`config.mk`:
```
export PLATFORM = sky130hd
export DESIGN_NAME = chimera_cluster_pwr_seq
export DESIGN_NICKNAME = d
export VERILOG_FILES = /design/src/rtl/chimera_cluster_pwr_seq.sv
export SDC_FILE = /design/constraint.sdc
export NUM_CORES = 1
export LEC_CHECK = 0
export CAP_MARGIN = 40
export CORE_MARGIN = 5
export CORE_UTILIZATION = 43
export DETAILED_ROUTE_END_ITERATION = 12
export PLACE_DENSITY_LB_ADDON = 0.3
export SLEW_MARGIN = 40
export SYNTH_ARGS = -nofsm -noshare
export SYNTH_HDL_FRONTEND = slang
export SYNTH_SLANG_ARGS = --single-unit
```
`constraint.sdc`:
```
create_clock -name clk_i -period 5.41 [get_ports clk_i]
set_input_delay 0.541 -clock clk_i [delete_from_list [all_inputs] [get_ports clk_i]]
set_output_delay 0.541 -clock clk_i [all_outputs]
set_load 0.01 [all_outputs]
```
`src/rtl/chimera_cluster_pwr_seq.sv`:
```
// chimera_cluster_pwr_seq
// Per-cluster power sequencer. Turns a level power request into an ordered
// sequence on the cluster's clock gate, reset and AXI isolation.
//   Power-up  : clock on under reset -> reset release -> de-isolate.
//   Power-down: isolate and drain -> clock off -> reset.
// One FSM with one shared saturating down-counter. It times the reset hold,
// the clock-settle delay and the isolation-handshake timeout. All outputs are
// decoded from the registered state (Moore), so they never glitch on inputs.
`timescale 1ns/1ps

module chimera_cluster_pwr_seq #(
  parameter bit          IsolateEn       = 1'b1,
  parameter int unsigned RstCycles       = 8,
  parameter int unsigned ClkSettleCycles = 4,
  parameter int unsigned TimeoutCycles   = 1024
) (
  input  logic       clk_i,
  input  logic       rst_ni,
  input  logic       pwr_req_i,
  input  logic       isolated_i,
  output logic       isolate_o,
  output logic       clk_en_o,
  output logic       cluster_rst_no,
  output logic       pwr_on_o,
  output logic       busy_o,
  output logic       drain_timeout_o,
  output logic [2:0] state_o
);

  // Counter width covers the longest of the three delays that share it.
  localparam int unsigned MaxA      = (RstCycles > ClkSettleCycles) ? RstCycles : ClkSettleCycles;
  localparam int unsigned MaxCycles = (MaxA > TimeoutCycles) ? MaxA : TimeoutCycles;
  localparam int unsigned CntW      = (MaxCycles > 1) ? $clog2(MaxCycles) : 1;

  typedef logic [CntW-1:0] cnt_t;

  localparam cnt_t RstLoad     = cnt_t'(RstCycles - 1);
  localparam cnt_t SettleLoad  = cnt_t'(ClkSettleCycles - 1);
  localparam cnt_t TimeoutLoad = cnt_t'(TimeoutCycles - 1);

  // State codes are visible through the cfg register, so they are fixed.
  typedef enum logic [2:0] {
    OFF       = 3'd0,
    PWRUP_RST = 3'd1,
    DEISO     = 3'd2,
    ACTIVE    = 3'd3,
    ISO       = 3'd4,
    CLK_OFF   = 3'd5
  } state_e;

  state_e state_q, state_d;
  cnt_t   cnt_q, cnt_d;
  logic   timeout_q, timeout_d;

  // Isolation is considered complete when the stage reports it, or always
  // when isolation is disabled for this build.
  logic iso_done;
  logic deiso_done;

  assign iso_done   = isolated_i | ~IsolateEn;
  assign deiso_done = ~isolated_i | ~IsolateEn;

  // State, counter and sticky timeout flag; reset parks the cluster in OFF.
  // NOTE: sequential state uses non-blocking (<=) so every flop samples the
  // pre-edge value of the others, independent of statement order.
  always_ff @(posedge clk_i or negedge rst_ni) begin
    if (!rst_ni) begin
      state_q   <= OFF;
      cnt_q     <= '0;
      timeout_q <= 1'b0;
    end else begin
      state_q   <= state_d;
      cnt_q     <= cnt_d;
      timeout_q <= timeout_d;
    end
  end

  // Next-state, counter and timeout logic.
  // NOTE: every variable gets a default before the case so no path leaves it
  // unassigned; an unassigned path in always_comb would infer a latch.
  always_comb begin
    state_d   = state_q;
    cnt_d     = cnt_q;
    timeout_d = timeout_q;

    unique case (state_q)
      OFF: begin
        if (pwr_req_i) begin
          state_d   = PWRUP_RST;
          cnt_d     = RstLoad;
          timeout_d = 1'b0;
        end
      end

      // Request drops are ignored: the reset pulse always runs to completion.
      PWRUP_RST: begin
        if (cnt_q == '0) begin
          state_d = DEISO;
          cnt_d   = TimeoutLoad;
        end else begin
          cnt_d = cnt_q - 1'b1;
        end
      end

      DEISO: begin
        if (deiso_done) begin
          state_d = ACTIVE;
        end else if (cnt_q == '0) begin
          timeout_d = 1'b1;
        end else begin
          cnt_d = cnt_q - 1'b1;
        end
      end

      ACTIVE: begin
        if (!pwr_req_i) begin
          state_d   = ISO;
          cnt_d     = TimeoutLoad;
          timeout_d = 1'b0;
        end
      end

      // A renewed request aborts the power-down even if the drain completes
      // in the same cycle; the clock is still running, so it is safe.
      ISO: begin
        if (pwr_req_i) begin
          state_d = DEISO;
          cnt_d   = TimeoutLoad;
        end else if (iso_done) begin
          state_d = CLK_OFF;
          cnt_d   = SettleLoad;
        end else if (cnt_q == '0) begin
          timeout_d = 1'b1;
        end else begin
          cnt_d = cnt_q - 1'b1;
        end
      end

      // Requests are ignored until the cluster is fully back in OFF.
      CLK_OFF: begin
        if (cnt_q == '0) begin
          state_d = OFF;
        end else begin
          cnt_d = cnt_q - 1'b1;
        end
      end

      default: begin
        state_d = OFF;
        cnt_d   = '0;
      end
    endcase
  end

  // Moore output decode from the registered state.
  always_comb begin
    clk_en_o       = 1'b0;
    cluster_rst_no = 1'b0;
    isolate_o      = IsolateEn;
    pwr_on_o       = 1'b0;
    busy_o         = 1'b1;

    unique case (state_q)
      OFF: begin
        busy_o = 1'b0;
      end
      PWRUP_RST: begin
        clk_en_o = 1'b1;
      end
      DEISO: begin
        clk_en_o       = 1'b1;
        cluster_rst_no = 1'b1;
        isolate_o      = 1'b0;
      end
      ACTIVE: begin
        clk_en_o       = 1'b1;
        cluster_rst_no = 1'b1;
        isolate_o      = 1'b0;
        pwr_on_o       = 1'b1;
        busy_o         = 1'b0;
      end
      ISO: begin
        clk_en_o       = 1'b1;
        cluster_rst_no = 1'b1;
      end
      CLK_OFF: begin
        cluster_rst_no = 1'b1;
      end
      default: begin
        busy_o = 1'b0;
      end
    endcase
  end

  assign drain_timeout_o = timeout_q;
  assign state_o         = state_q;

endmodule

```
# Word-level counts from Yosys, hierarchy flattened
# Cells that the tools add are included.
# totals
ff_bits,14
inputBits,4
output_inout_bits,9
word_cells,56
# classes
addsub,1
eq_ne,14
muxes,28
n_reduce_logical,10
# ops
op,count
$mux 10,7
$pmux 10 s6,1
$mux 3,7
$pmux 3 s6,1
$ne 2x2->1 const B,8
$reduce_and 6->1,2
$reduce_or 4->1,3
$mux 1,11
$logic_not 10->1,1
$sub 10x1->10 const B,1
$eq 3x2->1 const B,2
$eq 3x3->1 const B,2
$pmux 1 s4,1
$reduce_bool 4->1,1
$eq 3x1->1 const B,1
$logic_not 3->1,1
$ne 3x3->1 const B,1
$reduce_and 3->1,1
$reduce_or 2->1,1

# Longest topological paths before layout
# logic_depth
depth_word,5
mapped_depth,12
depth_no_buf,11

# Worst setup path before layout
# Ideal clock, no wire load.
# synth_timing
path_type,reg2reg
start,register cnt_q[0]
end,register cnt_q[0]
setup_time_ns,0.139
arrival_time_ns,2.370
required_ns,5.271
path_slack_ns,2.901
stages_incl_launch_ff,13
path_buffers,1
period_less_slack_ns,2.509
path_cell_list,dfrtp_1 -> inv_1 -> ha_1 -> or4b_1 -> buf_2 -> nor3_4 -> inv_2 -> ha_1 -> nand3_1 -> o22ai_1 -> a31oi_1 -> a21boi_0 -> o22ai_1
# synth_between
elab_chain_cells,5
elab_cells_between_ends,8
cone_classes,1 x add/sub; 6 x mux; 1 x reduce/logical
# synth_lines
item,line,source
"start, declared",52,"cnt_t cnt_q, cnt_d;"
"start signal, assigned",73,cnt_q <= cnt_d;
$sub 10x1->10 / $logic_not 10->1 (equally long branches),n/a,
$mux 10,"108, 132, 141",
$mux 10,129,end else if (iso_done) begin
$mux 10,126,if (pwr_req_i) begin
$pmux 10 s6 (*),86,unique case (state_q)
# Mark *: on every way between the ends. The rest lies on a longest branch, timed or not. The select of a mux whose other input is x is not followed.
# A chain may end at the register's enable or synchronous reset.

# Worst setup path in the final report
# Same ends and word-level chain as after synthesis.

==> flow_summary.ini <==
[finish]
diode_count = 0
final_layout_size_suffix_gt1_share_pct = 7.43
number_of_filler_cells_placed_in_the_layout = 239
combined_area_of_the_multi_input_logic_cells_um2 = 731
final-seq-area_um2 = 352
flow.area_growth_from_synthesis_pct = 12.5
final_cell_count_without_fillers = 178
nNetsFinal = 156

[cts]
cts_made_buffers = 3
post_cts.repair.setup_buffers = 0
tritoncts = done
cts-resized-gates = 0
cts_max_level = 1
clock_tree_root_driver_cell = sky130_fd_sc_hd__clkbuf_4
cts.sinks = 14
clk_path_buf_depth = 2
clock_edge_transition_at_the_registers_on_the_reported_setup_and_hold_paths_ps = 90
worstSkewPairLatency_ps = 290
cts.hold.buffers_added = 0

[routing]
remaining_drc_errors = 0
drt_iter0_markers = 43
dr.pass1.iters = 4
overall_routed_net_length_um = 2980
dr_total_vias = 1138
viasPerCell = 6.39
detail-route-antenna-nets = 0
detail_route.wl_per_cell_um = 16.7

[critical_path]
worst_r2r_startpoint = cnt_q[0]
critical_path.endpoint = cnt_q[0]
cell_depth_of_the_worst_flop_to_flop_path = 11
startpoint = cnt_q[0]
worst_ep_required_time_ps = 5560
critical_path_arrival_ps = 3020
timing.critical_path.fanout_max = 7
end_kind = register
critical_path.startpoint_type = register
worst-setup-path-type = reg -> reg
worst_path_largest_cell_delay_ps = 600
r2r-end = cnt_q[0]
cpMaxStageDelayCell = sky130_fd_sc_hd__or4b_1
ff2ff_setup_slack_ps = 2530
timing.critical_path.cells = inv_1 -> ha_1 -> or4b_1 -> nor3_4 -> inv_2 -> ha_1 -> nand3_1 -> o22ai_1 -> a31oi_1 -> a21boi_0 -> o22ai_1

[global_routing]
grt_pass1_wl_um = 5080
grt_start_max_net_pins = 30
first_global_vias = 1081
globalRoute.totalOverflow = 0
gr-usage-all-layers_pct = 18.0
grt_antenna_before_repair = 0

[yosys]
ys_ff_latch = 14
post_synth_num_cell_types = 45
post-synth-top-area-cell = sky130_fd_sc_hd__dfrtp_1
syn-cell-area_um2 = 1140
syn_area_per_cell_um2 = 7.99
cell_with_the_most_instances_after_synthesis = sky130_fd_sc_hd__nor2_1
netlist_instances = 143
synth_top_area_share_pct = 30.7
synth_fp_nets = 149
yosys-top-cells-count = 15 x sky130_fd_sc_hd__nor2_1, 14 x sky130_fd_sc_hd__dfrtp_1, 11 x sky130_fd_sc_hd__a21oi_1, 11 x sky130_fd_sc_hd__o21ai_0, 9 x sky130_fd_sc_hd__nand2_1
synthesis.yosys.warnings = 0
synth.top_cells.by_area = sky130_fd_sc_hd__dfrtp_1 31%, sky130_fd_sc_hd__nor2_1 4.9%, sky130_fd_sc_hd__a21oi_1 4.8%
ys_async_sr_fraction_pct = 100
synth-seq-area-share_pct = 30.7
ys.flop_type = sky130_fd_sc_hd__dfrtp_1
synth-edff-count = 0

[timing]
post-route-period-util_pct = 53.2
final-max-slew-violation-count = 0
layout_min_cycle_time_ps = 2880
fmaxAchievable_mhz = 348
setup_total_negative_slack_ps = 0
hold_viol = 0
setup_viol = 0
finClkSkew_ps = 3.67
timing.slew.headroom_pct = 54.6
rsz0062_at_grt = false
worst-slew-pin-transition_ps = 679

[run_status]
run_status = finished, final reports clean

[flow_run]
timing.max_cap.violations = 0

[worst_hold_path]
hp-class = reg -> reg
min_path_cells = 2
hold_startpoint = drain_timeout_o

[placed_design]
place.port_buffers = 12
dp_cells = 175
gp_congestion = 0.863
post-dp-hpwl_um = 2080

[power_and_ir_drop]
design_power_total_uw = 833
power.density_nw_per_um2 = 648
leakagePower_nw = 0.525
vdd_drop_max_mv = 0.356

[floorplanning]
core_area_um2 = 2500
die_height_um = 61.5
die_area_um2 = 3790
cell_rows = 18
initial_standard_cell_utilization_of_the_core_pct = 45.7
io-pin-count = 13
floorplan.die.width_um = 61.5
-- placed cells by master, fill, tap and decap left out, types with 4 or more instances in the layout --
cell type / n
sky130_fd_sc_hd__a211o_1: 5
sky130_fd_sc_hd__a211oi_1: 4
sky130_fd_sc_hd__a21oi_1: 11
sky130_fd_sc_hd__clkdlybuf4s50_1: 12
sky130_fd_sc_hd__dfrtp_1: 13
sky130_fd_sc_hd__inv_1: 5
sky130_fd_sc_hd__nand2_1: 9
sky130_fd_sc_hd__nand2b_1: 4
sky130_fd_sc_hd__nor2_1: 15
sky130_fd_sc_hd__nor3_1: 5
sky130_fd_sc_hd__o21ai_0: 11
sky130_fd_sc_hd__o22ai_1: 5
-- flip-flops by register name (all words and copies together), names as in the netlist --
name / cells
drain_timeout_o: 1
cnt_q: 10
state_o: 3
-- cell families (layout without fill, tap and decap cells) --
kind of cell / count (synthesis) / count (layout) / synth area share (%)
AO/OA/AOI/OAI: 60 / 60 / 36.6
XOR/XNOR: 2 / 2 / 1.53
adder cells (fa/ha/maj): 2 / 2 / 2.19
buffers and inverters: 16 / 21 / 5.37
flip-flops: 14 / 14 / 30.7
multiplexers: 1 / 1 / 0.986
AND/OR/NAND/NOR: 48 / 48 / 22.7
-- through the flow --
stage          util [%]  setup WS [ps]  hold slack [ps]  instance area [µm²]
3_5_place_dp       50.5           2560              528                 1260
6_report           51.4           2530              550                 1280
5_1_grt            51.4           2340              602                 1280
3_3_place_gp       50.5           2670              526                 1260
4_1_cts            51.4           2530              551                 1280
2_1_floorplan         -           2900              245                 1140
-- area by class of cell --
| cell class | count | share of cell area [%] |
|---|---|---|
| Tap cell | 30 | 2.92 |
| Sequential cell | 14 | 27.4 |
| Timing Repair Buffer | 12 | 9.35 |
| Multi-Input combinational cell | 113 | 56.9 |
| Inverter | 6 | 1.75 |
| Clock buffer | 3 | 1.75 |
-- routing by layer --
metal | GRT usage [%] | vias up | part of all wire [%]
li1 | - | 553 | -
met1 | 25.3 | 545 | 48
met2 | 26.6 | 31 | 45
met3 | 3.35 | 9 | 4.4
met4 | 8.18 | 0 | 2.6
met5 | 0 | - | 0
-- critical path, delay by kind of cell, from the launching register on --
| kind | cells | cell delay [ps] |
|---|---|---|
| adders and majority gates | 2 | 520 |
| and+or+nand+nor | 3 | 1010 |
| AOI/OAI and AO/OA | 4 | 530 |
| DFF | 1 | 440 |
| buffers and inverters | 2 | 230 |
-- worst min path at each step --
stage	endpoint	slack, ps
finish	drain_timeout_o	550
global route	drain_timeout_o	600
CTS	drain_timeout_o	550
detailed placement	drain_timeout_o	530
global placement	drain_timeout_o	530
floorplan	cnt_q[0]	250
-- power breakdown --
group          internal (mW)  switching (mW)
registers              0.151           0.103
clock network         0.0259          0.0380
logic                  0.251           0.265
Power figures use the tool's default switching activity.
